==> config.mk <==
export PLATFORM = sky130hd
export DESIGN_NAME = bas_sequencer_flat
export DESIGN_NICKNAME = d
export VERILOG_FILES = /design/src/rtl/bas_pkg.sv /design/src/rtl/bas_sequencer_if.sv /design/src/rtl/bf16_less_than.sv /design/src/rtl/bas_sequencer.sv /design/src/flat_wrapper.sv
export SDC_FILE = /design/constraint.sdc
export NUM_CORES = 1
export LEC_CHECK = 0
export CORE_MARGIN = 5
export CORE_UTILIZATION = 52
export DETAILED_ROUTE_END_ITERATION = 16
export HOLD_SLACK_MARGIN = 0.06
export PLACE_DENSITY_LB_ADDON = 0.12
export SLEW_MARGIN = 0
export SYNTH_ARGS = -nofsm -noshare
export SYNTH_HDL_FRONTEND = slang
export SYNTH_HIERARCHICAL = 1
export SYNTH_SLANG_ARGS = --single-unit
==> constraint.sdc <==
create_clock -name clk -period 5.1 [get_ports clk]
set_clock_uncertainty 0.15 [all_clocks]
set_input_delay 1.02 -clock clk [delete_from_list [all_inputs] [get_ports clk]]
set_output_delay 1.02 -clock clk [all_outputs]
set_load 0.05 [all_outputs]
==> src/rtl/bas_pkg.sv <==
// ============================================================================
// Module  : bas_pkg
// Brief   : Shared types and constants for the BAS sequencer family.
// Revision: 1.0 - initial release
// ============================================================================
`default_nettype none

package bas_pkg;

    localparam int BF16_W = 16;

    localparam logic [BF16_W-1:0] POS_ZERO = 16'h0000;
    localparam logic [BF16_W-1:0] NEG_ZERO = 16'h8000;

    // An all-zero LFSR seed never leaves zero, so it is replaced by this value.
    localparam logic [8:0] SEED_ZERO_SUB = 9'h001;

    typedef enum logic [2:0] {
        ST_IDLE    = 3'd0,
        ST_LOAD    = 3'd1,
        ST_RUN     = 3'd2,
        ST_CAPTURE = 3'd3,
        ST_OUTPUT  = 3'd4,
        ST_ERR     = 3'd5
    } seq_state_t;

    function automatic logic [8:0] seed_guard(input logic [8:0] s);
        return (s == 9'd0) ? SEED_ZERO_SUB : s;
    endfunction

endpackage

`default_nettype wire

==> src/rtl/bas_sequencer_if.sv <==
// ============================================================================
// Module  : bas_sequencer_if
// Brief   : Command, BAS-core and result signals of the BAS sequencer.
// Revision: 1.0 - initial release
// ============================================================================
`default_nettype none

interface bas_sequencer_if;
    import bas_pkg::*;

    logic              start;
    logic [8:0]        cfg_count;
    logic [8:0]        cfg_seed1;
    logic [8:0]        cfg_seed2;
    logic [BF16_W-1:0] cfg_xi;
    logic [BF16_W-1:0] cfg_yi;
    logic [BF16_W-1:0] cfg_p;
    logic [BF16_W-1:0] cfg_e;

    logic              bas_reset;
    logic [8:0]        bas_count;
    logic [8:0]        bas_seed1;
    logic [8:0]        bas_seed2;
    logic [BF16_W-1:0] bas_xi;
    logic [BF16_W-1:0] bas_yi;
    logic [BF16_W-1:0] bas_P;
    logic [BF16_W-1:0] bas_E;
    logic [BF16_W-1:0] bas_xo;
    logic [BF16_W-1:0] bas_yo;
    logic [BF16_W-1:0] bas_fo;
    logic [31:0]       bas_clk_cnt;
    logic              bas_done;

    logic              res_valid;
    logic              res_ready;
    logic [BF16_W-1:0] res_x;
    logic [BF16_W-1:0] res_y;
    logic [BF16_W-1:0] res_f;
    logic [3:0]        res_run;
    logic [31:0]       res_cycles;
    logic              busy;
    logic              timeout_err;

    modport master (
        input  start, cfg_count, cfg_seed1, cfg_seed2, cfg_xi, cfg_yi, cfg_p, cfg_e,
        input  bas_xo, bas_yo, bas_fo, bas_clk_cnt, bas_done, res_ready,
        output bas_reset, bas_count, bas_seed1, bas_seed2, bas_xi, bas_yi, bas_P, bas_E,
        output res_valid, res_x, res_y, res_f, res_run, res_cycles, busy, timeout_err
    );

    modport slave (
        output start, cfg_count, cfg_seed1, cfg_seed2, cfg_xi, cfg_yi, cfg_p, cfg_e,
        output bas_xo, bas_yo, bas_fo, bas_clk_cnt, bas_done, res_ready,
        input  bas_reset, bas_count, bas_seed1, bas_seed2, bas_xi, bas_yi, bas_P, bas_E,
        input  res_valid, res_x, res_y, res_f, res_run, res_cycles, busy, timeout_err
    );

endinterface

`default_nettype wire

==> src/rtl/bf16_less_than.sv <==
// ============================================================================
// Module  : bf16_less_than
// Brief   : Combinational BFloat16 a < b with +0 == -0; NaN not handled.
// Revision: 1.0 - initial release
// ============================================================================
`default_nettype none

module bf16_less_than
    import bas_pkg::*;
(
    input  wire logic [BF16_W-1:0] i_a,
    input  wire logic [BF16_W-1:0] i_b,
    output logic                   o_lt
);

    logic w_a_zero;
    logic w_b_zero;
    logic w_a_neg;
    logic w_b_neg;

    assign w_a_zero = (i_a == POS_ZERO) || (i_a == NEG_ZERO);
    assign w_b_zero = (i_b == POS_ZERO) || (i_b == NEG_ZERO);
    assign w_a_neg  = i_a[BF16_W-1];
    assign w_b_neg  = i_b[BF16_W-1];

    // Sign-magnitude ordering: larger magnitude is smaller when negative.
    always_comb begin
        o_lt = 1'b0;
        if (w_a_zero && w_b_zero) begin
            o_lt = 1'b0;
        end else if (w_a_neg != w_b_neg) begin
            o_lt = w_a_neg;
        end else if (!w_a_neg) begin
            o_lt = (i_a[BF16_W-2:0] < i_b[BF16_W-2:0]);
        end else begin
            o_lt = (i_a[BF16_W-2:0] > i_b[BF16_W-2:0]);
        end
    end

endmodule

`default_nettype wire

==> src/rtl/bas_sequencer.sv <==
// ============================================================================
// Module  : bas_sequencer
// Brief   : Runs N_RUNS seeded BAS searches and reports the best result.
// Revision: 1.0 - initial release
// ============================================================================
`default_nettype none

module bas_sequencer
    import bas_pkg::*;
#(
    parameter int         N_RUNS    = 4,
    parameter logic [8:0] SEED_STEP = 9'd37,
    parameter int         TIMEOUT   = 1024
) (
    input  wire logic       clk,
    input  wire logic       reset,
    bas_sequencer_if.master bus
);

    localparam int TMO_W = $clog2(TIMEOUT);

    seq_state_t        r_state;
    logic [3:0]        r_k;
    logic [TMO_W-1:0]  r_tmo_cnt;
    logic [8:0]        r_base1;
    logic [8:0]        r_base2;
    logic [8:0]        r_off;

    logic              r_bas_reset;
    logic [8:0]        r_bas_count;
    logic [8:0]        r_bas_seed1;
    logic [8:0]        r_bas_seed2;
    logic [BF16_W-1:0] r_bas_xi;
    logic [BF16_W-1:0] r_bas_yi;
    logic [BF16_W-1:0] r_bas_p;
    logic [BF16_W-1:0] r_bas_e;

    logic              r_res_valid;
    logic [BF16_W-1:0] r_res_x;
    logic [BF16_W-1:0] r_res_y;
    logic [BF16_W-1:0] r_res_f;
    logic [3:0]        r_res_run;
    logic [31:0]       r_res_cycles;
    logic              r_busy;
    logic              r_timeout_err;

    logic              w_lt;
    logic              w_last;
    logic [8:0]        w_off_next;
    logic [32:0]       w_cyc_sum;

    bf16_less_than u_lt (
        .i_a  (bus.bas_fo),
        .i_b  (r_res_f),
        .o_lt (w_lt)
    );

    assign w_last     = (r_k == 4'(N_RUNS - 1));
    assign w_off_next = r_off + SEED_STEP;
    assign w_cyc_sum  = {1'b0, r_res_cycles} + {1'b0, bus.bas_clk_cnt};

    always_ff @(posedge clk or negedge reset) begin
        if (!reset) begin
            r_state       <= ST_IDLE;
            r_k           <= 4'd0;
            r_tmo_cnt     <= '0;
            r_base1       <= 9'd0;
            r_base2       <= 9'd0;
            r_off         <= 9'd0;
            r_bas_reset   <= 1'b1;
            r_bas_count   <= 9'd0;
            r_bas_seed1   <= 9'd0;
            r_bas_seed2   <= 9'd0;
            r_bas_xi      <= '0;
            r_bas_yi      <= '0;
            r_bas_p       <= '0;
            r_bas_e       <= '0;
            r_res_valid   <= 1'b0;
            r_res_x       <= '0;
            r_res_y       <= '0;
            r_res_f       <= '0;
            r_res_run     <= 4'd0;
            r_res_cycles  <= 32'd0;
            r_busy        <= 1'b0;
            r_timeout_err <= 1'b0;
        end else begin
            case (r_state)
                ST_IDLE: begin
                    if (bus.start) begin
                        r_bas_count   <= bus.cfg_count;
                        r_bas_xi      <= bus.cfg_xi;
                        r_bas_yi      <= bus.cfg_yi;
                        r_bas_p       <= bus.cfg_p;
                        r_bas_e       <= bus.cfg_e;
                        r_base1       <= bus.cfg_seed1;
                        r_base2       <= bus.cfg_seed2;
                        r_off         <= 9'd0;
                        r_bas_seed1   <= seed_guard(bus.cfg_seed1);
                        r_bas_seed2   <= seed_guard(bus.cfg_seed2);
                        r_res_x       <= '0;
                        r_res_y       <= '0;
                        r_res_f       <= '0;
                        r_res_run     <= 4'd0;
                        r_res_cycles  <= 32'd0;
                        r_timeout_err <= 1'b0;
                        r_k           <= 4'd0;
                        r_busy        <= 1'b1;
                        r_bas_reset   <= 1'b1;
                        r_state       <= ST_LOAD;
                    end
                end

                ST_LOAD: begin
                    r_bas_reset <= 1'b0;
                    r_tmo_cnt   <= '0;
                    r_state     <= ST_RUN;
                end

                ST_RUN: begin
                    if (bus.bas_done) begin
                        r_state <= ST_CAPTURE;
                    end else if (r_tmo_cnt == TMO_W'(TIMEOUT - 1)) begin
                        r_timeout_err <= 1'b1;
                        r_bas_reset   <= 1'b1;
                        r_state       <= ST_ERR;
                    end else begin
                        r_tmo_cnt <= r_tmo_cnt + 1'b1;
                    end
                end

                ST_CAPTURE: begin
                    r_res_cycles <= w_cyc_sum[32] ? 32'hFFFF_FFFF : w_cyc_sum[31:0];
                    // Strict less-than keeps the earlier run on ties.
                    if ((r_k == 4'd0) || w_lt) begin
                        r_res_x   <= bus.bas_xo;
                        r_res_y   <= bus.bas_yo;
                        r_res_f   <= bus.bas_fo;
                        r_res_run <= r_k;
                    end
                    r_bas_reset <= 1'b1;
                    if (w_last) begin
                        r_res_valid <= 1'b1;
                        r_state     <= ST_OUTPUT;
                    end else begin
                        r_k         <= r_k + 4'd1;
                        r_off       <= w_off_next;
                        r_bas_seed1 <= seed_guard(r_base1 + w_off_next);
                        r_bas_seed2 <= seed_guard(r_base2 - w_off_next);
                        r_state     <= ST_LOAD;
                    end
                end

                ST_OUTPUT: begin
                    if (bus.res_ready) begin
                        r_res_valid <= 1'b0;
                        r_busy      <= 1'b0;
                        r_state     <= ST_IDLE;
                    end
                end

                ST_ERR: begin
                    r_busy      <= 1'b0;
                    r_bas_reset <= 1'b1;
                    r_state     <= ST_IDLE;
                end

                default: begin
                    r_res_valid <= 1'b0;
                    r_busy      <= 1'b0;
                    r_bas_reset <= 1'b1;
                    r_state     <= ST_IDLE;
                end
            endcase
        end
    end

    assign bus.bas_reset   = r_bas_reset;
    assign bus.bas_count   = r_bas_count;
    assign bus.bas_seed1   = r_bas_seed1;
    assign bus.bas_seed2   = r_bas_seed2;
    assign bus.bas_xi      = r_bas_xi;
    assign bus.bas_yi      = r_bas_yi;
    assign bus.bas_P       = r_bas_p;
    assign bus.bas_E       = r_bas_e;
    assign bus.res_valid   = r_res_valid;
    assign bus.res_x       = r_res_x;
    assign bus.res_y       = r_res_y;
    assign bus.res_f       = r_res_f;
    assign bus.res_run     = r_res_run;
    assign bus.res_cycles  = r_res_cycles;
    assign bus.busy        = r_busy;
    assign bus.timeout_err = r_timeout_err;

endmodule

`default_nettype wire

==> src/flat_wrapper.sv <==
// flat-port wrapper written by rule: the top's interface ports become plain ports
module bas_sequencer_flat import bas_pkg::*;
#(
    parameter int         N_RUNS    = 4,
    parameter logic [8:0] SEED_STEP = 9'd37,
    parameter int         TIMEOUT   = 1024
)
  (clk, reset, bus_start, bus_cfg_count, bus_cfg_seed1, bus_cfg_seed2, bus_cfg_xi, bus_cfg_yi, bus_cfg_p, bus_cfg_e, bus_bas_xo, bus_bas_yo, bus_bas_fo, bus_bas_clk_cnt, bus_bas_done, bus_res_ready, bus_bas_reset, bus_bas_count, bus_bas_seed1, bus_bas_seed2, bus_bas_xi, bus_bas_yi, bus_bas_P, bus_bas_E, bus_res_valid, bus_res_x, bus_res_y, bus_res_f, bus_res_run, bus_res_cycles, bus_busy, bus_timeout_err);
  bas_sequencer_if bus_i ();
  input  wire logic clk;
  input  wire logic reset;
  input wire logic [$bits(bus_i.start)-1:0] bus_start;
  input wire logic [$bits(bus_i.cfg_count)-1:0] bus_cfg_count;
  input wire logic [$bits(bus_i.cfg_seed1)-1:0] bus_cfg_seed1;
  input wire logic [$bits(bus_i.cfg_seed2)-1:0] bus_cfg_seed2;
  input wire logic [$bits(bus_i.cfg_xi)-1:0] bus_cfg_xi;
  input wire logic [$bits(bus_i.cfg_yi)-1:0] bus_cfg_yi;
  input wire logic [$bits(bus_i.cfg_p)-1:0] bus_cfg_p;
  input wire logic [$bits(bus_i.cfg_e)-1:0] bus_cfg_e;
  input wire logic [$bits(bus_i.bas_xo)-1:0] bus_bas_xo;
  input wire logic [$bits(bus_i.bas_yo)-1:0] bus_bas_yo;
  input wire logic [$bits(bus_i.bas_fo)-1:0] bus_bas_fo;
  input wire logic [$bits(bus_i.bas_clk_cnt)-1:0] bus_bas_clk_cnt;
  input wire logic [$bits(bus_i.bas_done)-1:0] bus_bas_done;
  input wire logic [$bits(bus_i.res_ready)-1:0] bus_res_ready;
  output wire logic [$bits(bus_i.bas_reset)-1:0] bus_bas_reset;
  output wire logic [$bits(bus_i.bas_count)-1:0] bus_bas_count;
  output wire logic [$bits(bus_i.bas_seed1)-1:0] bus_bas_seed1;
  output wire logic [$bits(bus_i.bas_seed2)-1:0] bus_bas_seed2;
  output wire logic [$bits(bus_i.bas_xi)-1:0] bus_bas_xi;
  output wire logic [$bits(bus_i.bas_yi)-1:0] bus_bas_yi;
  output wire logic [$bits(bus_i.bas_P)-1:0] bus_bas_P;
  output wire logic [$bits(bus_i.bas_E)-1:0] bus_bas_E;
  output wire logic [$bits(bus_i.res_valid)-1:0] bus_res_valid;
  output wire logic [$bits(bus_i.res_x)-1:0] bus_res_x;
  output wire logic [$bits(bus_i.res_y)-1:0] bus_res_y;
  output wire logic [$bits(bus_i.res_f)-1:0] bus_res_f;
  output wire logic [$bits(bus_i.res_run)-1:0] bus_res_run;
  output wire logic [$bits(bus_i.res_cycles)-1:0] bus_res_cycles;
  output wire logic [$bits(bus_i.busy)-1:0] bus_busy;
  output wire logic [$bits(bus_i.timeout_err)-1:0] bus_timeout_err;
  assign bus_i.start = bus_start;
  assign bus_i.cfg_count = bus_cfg_count;
  assign bus_i.cfg_seed1 = bus_cfg_seed1;
  assign bus_i.cfg_seed2 = bus_cfg_seed2;
  assign bus_i.cfg_xi = bus_cfg_xi;
  assign bus_i.cfg_yi = bus_cfg_yi;
  assign bus_i.cfg_p = bus_cfg_p;
  assign bus_i.cfg_e = bus_cfg_e;
  assign bus_i.bas_xo = bus_bas_xo;
  assign bus_i.bas_yo = bus_bas_yo;
  assign bus_i.bas_fo = bus_bas_fo;
  assign bus_i.bas_clk_cnt = bus_bas_clk_cnt;
  assign bus_i.bas_done = bus_bas_done;
  assign bus_i.res_ready = bus_res_ready;
  assign bus_bas_reset = bus_i.bas_reset;
  assign bus_bas_count = bus_i.bas_count;
  assign bus_bas_seed1 = bus_i.bas_seed1;
  assign bus_bas_seed2 = bus_i.bas_seed2;
  assign bus_bas_xi = bus_i.bas_xi;
  assign bus_bas_yi = bus_i.bas_yi;
  assign bus_bas_P = bus_i.bas_P;
  assign bus_bas_E = bus_i.bas_E;
  assign bus_res_valid = bus_i.res_valid;
  assign bus_res_x = bus_i.res_x;
  assign bus_res_y = bus_i.res_y;
  assign bus_res_f = bus_i.res_f;
  assign bus_res_run = bus_i.res_run;
  assign bus_res_cycles = bus_i.res_cycles;
  assign bus_busy = bus_i.busy;
  assign bus_timeout_err = bus_i.timeout_err;
  bas_sequencer #(.N_RUNS(N_RUNS), .SEED_STEP(SEED_STEP), .TIMEOUT(TIMEOUT)) u_core (.clk(clk), .reset(reset), .bus(bus_i));
endmodule
==> results by group, run 1 <==
Outcome
  • Run status: finished, final reports clean

Detailed routing
  • Post-DR wirelength/cell: 17.99 um
  • WL final: 34,490 um
  • Vias per cell: 5.488
  • Detailed Routing Iterations Pass 1: 6
  • Routed Antenna Nets: 0
  • Initial DRC count: 650
  • Vias: 10,520
  • Drt drc: 0

Power
  • Leakage power: 7.540 nW
  • Total power: 12.88 mW
  • Pwr dens: 779.5 nW/um2
  • VDD IR max: 0.4760 mV

Job
  • Max-Cap Viols: 0

Clock tree
  • CTS H-tree lvls: 1
  • Clock sinks: 223
  • CTS tree: yes
  • Hold buffers post-CTS: 0
  • Worst-path clk slew: 0.06 ns
  • Worst-Skew Late Latency: 0.53 ns
  • Post_cts resized: 0
  • CTS Buffer Depth: 3
  • Inserted Clock Buffers: 26
  • Root buf cell: clkbuf_16
  • Postcts setup bufs: 0

Worst setup path
  • Slowest library cell on the worst path: clkdlybuf4s50_1
  • CP Depth: 11
  • Crit Path Max Fanout: 52
  • Top delay family on crit path: compound AO/OA/AOI/OAI gates
  • R2R Path Start: u_core/r_state[2]
  • Critical Path RT: 5.36 ns
  • Worst R2R End: u_core/bus.bas_seed2[0]
  • Critical path class: primary input to register
  • CP arrival: 3.88 ns
  • Bufs and invs on worst path: 2
  • Slowest cell delay on critical path: 0.48 ns
  • Endpoint class of the critical path: register
  • Cells along the critical path: clkdlybuf4s50_1 -> ha_1 -> a21oi_2 -> a21oi_2 -> o31ai_2 -> a21oi_1 -> a311oi_1 -> a21oi_1 -> a21o_1 -> buf_4 -> a22o_1
  • Worst reg2reg setup slack: 1.97 ns
  • Reg2Reg Depth: 8
  • Crit start category: primary input

Placed design
  • PortBufs: 354
  • Placer Congestion: 0.8811
  • HPWL Detailed: 24,530 um
  • Dpl cells: 1,869
  • Dpl ws: 1.027 ns

Yosys
  • Post-synthesis cell type count: 73
  • Synth warn: 6
  • Top cells by area, synth: dfrtp_1, nand2_1, ha_1
  • Number of synthesized register bits: 223
  • Post-Syn Area: 11,830 um2
  • EDFF count, synth: 0
  • Synth Flop Type: dfrtp_1
  • Yosys top cell area share: 46.97%
  • Synth Net Count: 1,522
  • Ys async rst share: 100.0%
  • Cell count after synthesis: 1,275
  • Cell taking the most area after synthesis: dfrtp_1
  • Part of the Yosys area used for sequential elements: 47.20%
  • Average cell area after synthesis: 9.276 um2

STA
  • Setup slack after layout: 1.480 ns
  • Final Hold Violating Endpoints: 0
  • Rel. slew slack: 30.81%
  • Maximum clock rate: 276.2 MHz
  • Actual slew at the worst max-slew pin: 1.038 ns
  • RSZ-0062 raised after global routing: false
  • # setup viols final: 0
  • Period utilization: 70.98%
  • Max-slew violation total from the final report: 0
  • Tmin final: 3.620 ns
  • Setup TNS: 0 ns

Cells and area
  • Post-layout util: 73.46%
  • Diode count: 0
  • Layout area overhead: 39.77%
  • # nets final: 1,859
  • Non-Filler Instances: 1,917
  • Share of layout cells above drive strength 1: 6.618%

Die
  • # IOs: 355
  • Die X: 160.8 um
  • Die area: 25,860 um2
  • FP Rows: 55
  • Core Area: 22,500 um2
  • Initial Utilization: 52.55%
  • Die H: 160.8 um

Min path
  • Hold Path Stages: 2
  • Hold crit path type: register to register
  • Hold Path End: u_core/bus.bas_P[12]
  • HP Start: u_core/bus.bas_P[12]

Global routing
  • Initial antenna violation count: 0
  • All-Layer GR Usage: 25.96%
  • Pin count of the biggest net entering global routing: 122
  • Gr ovfl total: 0
  • First-pass GRT wire length: 56,170 um
  • Number of global-route vias before repair: 10,780
where the power goes:
| part | internal [mW] | switching [mW] |
|---|---|---|
| Combinational | 2.74 | 5.10 |
| Clock | 1.25 | 0.742 |
| Sequential | 2.52 | 0.529 |
| Total | 6.52 | 6.37 |
sequential cells by signal, summed over array words and instances, names as in the netlist, 10 cells and up:
signal / flops
u_core/bus.bas_E: 16
u_core/bus.bas_P: 16
u_core/bus.bas_xi: 16
u_core/bus.bas_yi: 16
u_core/bus.res_cycles: 32
u_core/bus.res_f: 16
u_core/bus.res_x: 16
u_core/bus.res_y: 16
u_core/r_tmo_cnt: 10
placed cells by master, fill, tap and decap left out, types with 6 or more instances in the layout:
| cell type | n |
|---|---|
| buf_4 | 15 |
| a22o_1 | 52 |
| nor2_1 | 64 |
| a31oi_1 | 18 |
| nor4_1 | 12 |
| clkbuf_16 | 26 |
| nand2_1 | 341 |
| dfrtp_1 | 222 |
| ha_1 | 68 |
| a21o_1 | 16 |
| o21ai_1 | 8 |
| o21ai_0 | 57 |
| clkdlybuf4s50_1 | 353 |
| nand2b_1 | 8 |
| a31oi_4 | 8 |
| a211oi_1 | 8 |
| a22oi_1 | 6 |
| and2_1 | 6 |
| nor3_1 | 8 |
| inv_1 | 40 |
| nand3_1 | 17 |
| a21oi_1 | 89 |
| clkbuf_8 | 8 |
| nand4_1 | 13 |
| o31ai_1 | 6 |
| xor2_1 | 21 |
| a21oi_2 | 7 |
| xnor2_1 | 31 |
| clkinv_2 | 6 |
synth_stat cells, types with 7 or more instances:
cell type  count
a211oi_1       8
a21o_1        16
a21oi_1       89
a21oi_2        7
a22o_1        52
a31oi_1       18
a31oi_4        8
and2_1         7
buf_2         12
clkbuf_1      40
dfrtp_1      222
ha_1          68
inv_1         40
nand2_1      342
nand2b_1       8
nand3_1       17
nand4_1       13
nor2_1        65
nor3_1         8
nor4_1        12
o21ai_0       58
o21ai_1        8
xnor2_1       31
xor2_1        21
worst min-delay path: stages, from the launching register on:
cell and delay [ns]:
dfrtp_1 0.34, nand2_1 0.05, nand2_1 0.05
cells by family (layout without fill, tap and decap cells):
kind of cell | Yosys count | count (layout) | synth area share, %
simple gates | 502 | 502 | 17.92
compound gates | 319 | 319 | 19.04
flops | 223 | 223 | 47.20
buf+inv | 101 | 458 | 3.629
fa+ha+maj | 71 | 71 | 7.702
xor+xnor | 53 | 53 | 3.989
mux | 6 | 6 | 0.5184
worst max-delay path by stage:
stage / start / to / slack (ns)
5_1_grt: bus_bas_fo[13] / u_core/bus.res_y[11] / 1.29
4_1_cts: bus_bas_fo[2] / u_core/bus.res_x[4] / 1.55
3_5_place_dp: bus_bas_clk_cnt[0] / u_core/bus.res_cycles[28] / 1.03
6_report: bus_bas_fo[2] / u_core/bus.res_x[4] / 1.48
2_1_floorplan: bus_bas_clk_cnt[0] / u_core/bus.res_cycles[13] / 1.78
3_3_place_gp: bus_bas_fo[10] / u_core/bus.res_x[13] / 1.09
through the flow:
| step | cell area [um2] | hold WS [ns] |
|---|---|---|
| 6_report | 16530 | 0.3208 |
| 3_5_place_dp | 15590 | 0.3110 |
| 2_1_floorplan | 11830 | 0.3023 |
| 3_3_place_gp | 15590 | 0.3065 |
| 5_1_grt | 16530 | 0.3424 |
| 4_1_cts | 16530 | 0.3256 |
routing by layer:
layer / global-route usage [%] / routed length, um
met4: 6.979 / 959
met5: 0 / 0
met1: 33.15 / 14050
met3: 7.570 / 3028
met2: 43.46 / 16460
layout make-up:
type                    count  area (um2)
multi-input cells         951        5838
repair buffers            369        3661
fillers                  1702        5973
flip-flops and latches    223        5582
well taps                 285       356.6
inverters                  41       153.9
clock inverters            11       166.4
clock buffers              37       772.0
No activity file was read; power rests on OpenSTA's default activity.
==> run 2: changes to the inputs <==
--- a/config.mk
+++ b/config.mk
@@ -6,7 +6,7 @@
 export NUM_CORES = 1
 export LEC_CHECK = 0
 export CORE_MARGIN = 5
-export CORE_UTILIZATION = 52
+export CORE_UTILIZATION = 43
 export DETAILED_ROUTE_END_ITERATION = 16
 export HOLD_SLACK_MARGIN = 0.06
 export PLACE_DENSITY_LB_ADDON = 0.12
==> constraint.sdc (replaced) <==
create_clock -name clk -period 3.2 [get_ports clk]
set_clock_uncertainty 0.15 [all_clocks]
set_input_delay 0.64 -clock clk [delete_from_list [all_inputs] [get_ports clk]]
set_output_delay 0.64 -clock clk [all_outputs]
set_load 0.05 [all_outputs]
==> results by group, run 2 (synthesized netlist as in run 1, its figures left out) <==
Outcome
  • Run status: finished, final reports clean

Clock tree
  • CTS H-tree lvls: 1
  • Postcts setup bufs: 0
  • Worst-Skew Late Latency: 0.52 ns
  • Inserted Clock Buffers: 26
  • Clock sinks: 223
  • CTS Buffer Depth: 3
  • Worst-path clk slew: 0.06 ns
  • Root buf cell: clkbuf_16
  • CTS tree: yes

Global routing
  • All-Layer GR Usage: 22.49%
  • First-pass GRT wire length: 57,400 um
  • Met1 GRT Util: 29.60%
  • Gr ovfl total: 0
  • Initial antenna violation count: 0
  • Grt peak-use layer: met2
  • M3 GR Usage: 6.845%
  • Pin count of the biggest net entering global routing: 71
  • Number of global-route vias before repair: 10,890
  • Met2 usage: 36.67%

Cells and area
  • Layout area overhead: 46.35%
  • Post-layout util: 64.04%
  • # nets final: 1,942
  • Commonest non-fill, non-tap cell in the layout: clkdlybuf4s50_1
  • Diode count: 0
  • Share of layout cells above drive strength 1: 11.25%
  • Most frequent cells in the layout: clkdlybuf4s50_1, nand2_1, dfrtp_1, a21oi_1, buf_4
  • Largest register FFs: 32
  • Non-Filler Instances: 2,056

Power
  • Sw Pwr: 10.23 mW
  • Leakage power: 7.962 nW
  • Combinational fraction of design power: 62.6%
  • Switching part of the total: 48.76%
  • Seq pwr share: 23.3%
  • Int Pwr: 10.75 mW
  • Pwr dens: 1212 nW/um2
  • Clk pwr share: 14.1%
  • VDD IR max: 0.6189 mV

Min path
  • Hold crit path type: register to register
  • HP Start: u_core/bus.bas_yi[1]
  • Hold Path Stages: 2
  • Hold Path End: u_core/bus.bas_yi[1]

Worst setup path
  • Worst reg2reg setup slack: 0.20 ns
  • Endpoint class of the critical path: register
  • Critical Path RT: 3.45 ns
  • Worst R2R End: u_core/bus.bas_seed2[0]
  • Crit Path Max Fanout: 45
  • Critical path class: primary input to register
  • R2R Path Start: u_core/r_off[0]
  • Crit start category: primary input
  • Reg2Reg Depth: 12
  • CP arrival: 3.35 ns

Detailed routing
  • WL final: 35,720 um
  • Initial DRC count: 709
  • Drt drc: 0
  • Post-DR wirelength/cell: 17.38 um
  • Routed Antenna Nets: 0
  • Detailed Routing Iterations Pass 1: 5
  • Vias per cell: 5.224
  • Vias: 10,741

STA
  • Tmin final: 3.100 ns
  • # setup viols final: 0
  • Final hold slack: 0.3208 ns
  • Rel. slew slack: 50.48%
  • Final Hold Violating Endpoints: 0
  • Setup slack after layout: 0.09986 ns
  • Period utilization: 96.88%
  • RSZ-0062 raised after global routing: false
  • Max-slew violation total from the final report: 0
  • Actual slew at the worst max-slew pin: 0.7428 ns
  • Maximum clock rate: 322.6 MHz

Placed design
  • Dpl ws: -0.3686 ns
  • HPWL Detailed: 26,510 um
  • Dpl cells: 2,007
  • Placer Congestion: 0.8759
  • PortBufs: 354

Die
  • Initial Utilization: 43.76%
  • Core Area: 27,030 um2
  • Die area: 30,920 um2
  • FP Rows: 60
  • # IOs: 355
  • Die X: 175.8 um
  • Die H: 175.8 um

Job
  • Max-Cap Viols: 0
run 2: cell types whose count changed in the layout (fill, tap and decap cells not counted), moves of 2 or more:
| cell | previous run | this run |
|---|---|---|
| buf_12 | 0 | 10 |
| buf_4 | 15 | 87 |
| bufinv_16 | 4 | 1 |
| clkinvlp_4 | 0 | 2 |
| xnor2_1 | 31 | 29 |
| xnor2_2 | 1 | 3 |
run 2: worst max-delay path by stage:
| stage | end | slack, ns | depth (start not counted) | startpoint |
|---|---|---|---|---|
| floorplan | u_core/bus.res_cycles[13] | 0.25 | 11 | u_core/bus.res_cycles[0] |
| global placement | u_core/bus.res_cycles[5] | -0.22 | 12 | bus_bas_clk_cnt[0] |
| detailed placement | u_core/bus.res_y[4] | -0.37 | 11 | bus_bas_fo[13] |
| CTS | u_core/bus.res_y[4] | 0.17 | 11 | bus_bas_fo[13] |
| global route | u_core/bus.res_y[4] | 0.003 | 11 | bus_bas_fo[13] |
| finish | u_core/bus.res_y[4] | 0.1 | 11 | bus_bas_fo[13] |
run 2: worst max-delay path, cell delays in order:
cell,delay (ns)
clkdlybuf4s50_1,0.43
ha_1,0.36
a21oi_1,0.18
nand2_1,0.08
a221oi_2,0.24
a21oi_1,0.10
a311oi_1,0.42
a21oi_1,0.17
a21o_1,0.25
buf_12,0.19
a22o_1,0.26
run 2: layout make-up:
class / count / area (um2)
clock inverters: 10 / 80.08
repair buffers: 452 / 4412
well taps: 341 / 426.7
flip-flops and latches: 223 / 5582
multi-input cells: 951 / 5867
inverters: 41 / 153.9
fillers: 2292 / 9718
clock buffers: 38 / 787.0
run 2: per-stage QoR:
step	instance area (um2)	TNS (ns)	total power, mW
3_5_place_dp	16400	-26.67	18.01
3_3_place_gp	16400	-16.23	17.81
2_1_floorplan	11830	0	13.51
6_report	17310	0	20.98
4_1_cts	17280	0	21.10
5_1_grt	17310	0	22.40
run 2: repair_timing:
item,CTS,global route
hold buffers,1,0
setup endpoints to repair,0,3
endpoints found under the hold margin,65,0
resized for setup,0,5
run 2: power by group through the flow:
stage	Sequential (mW)	Clock, mW	Combinational [mW]
after floorplan	8.09	0	5.42
after global placement	4.87	0	12.9
after detailed placement	4.91	0	13.1
after CTS	4.89	3.06	13.2
after global routing	5.05	3.18	14.2
final	4.89	2.97	13.1
run 2: routing by layer:
metal | vias to the layer above | wire (um)
met2 | 340 | 16800
met1 | 5091 | 15180
li1 | 5263 | -
met3 | 47 | 3035
met5 | - | 0
met4 | 0 | 714
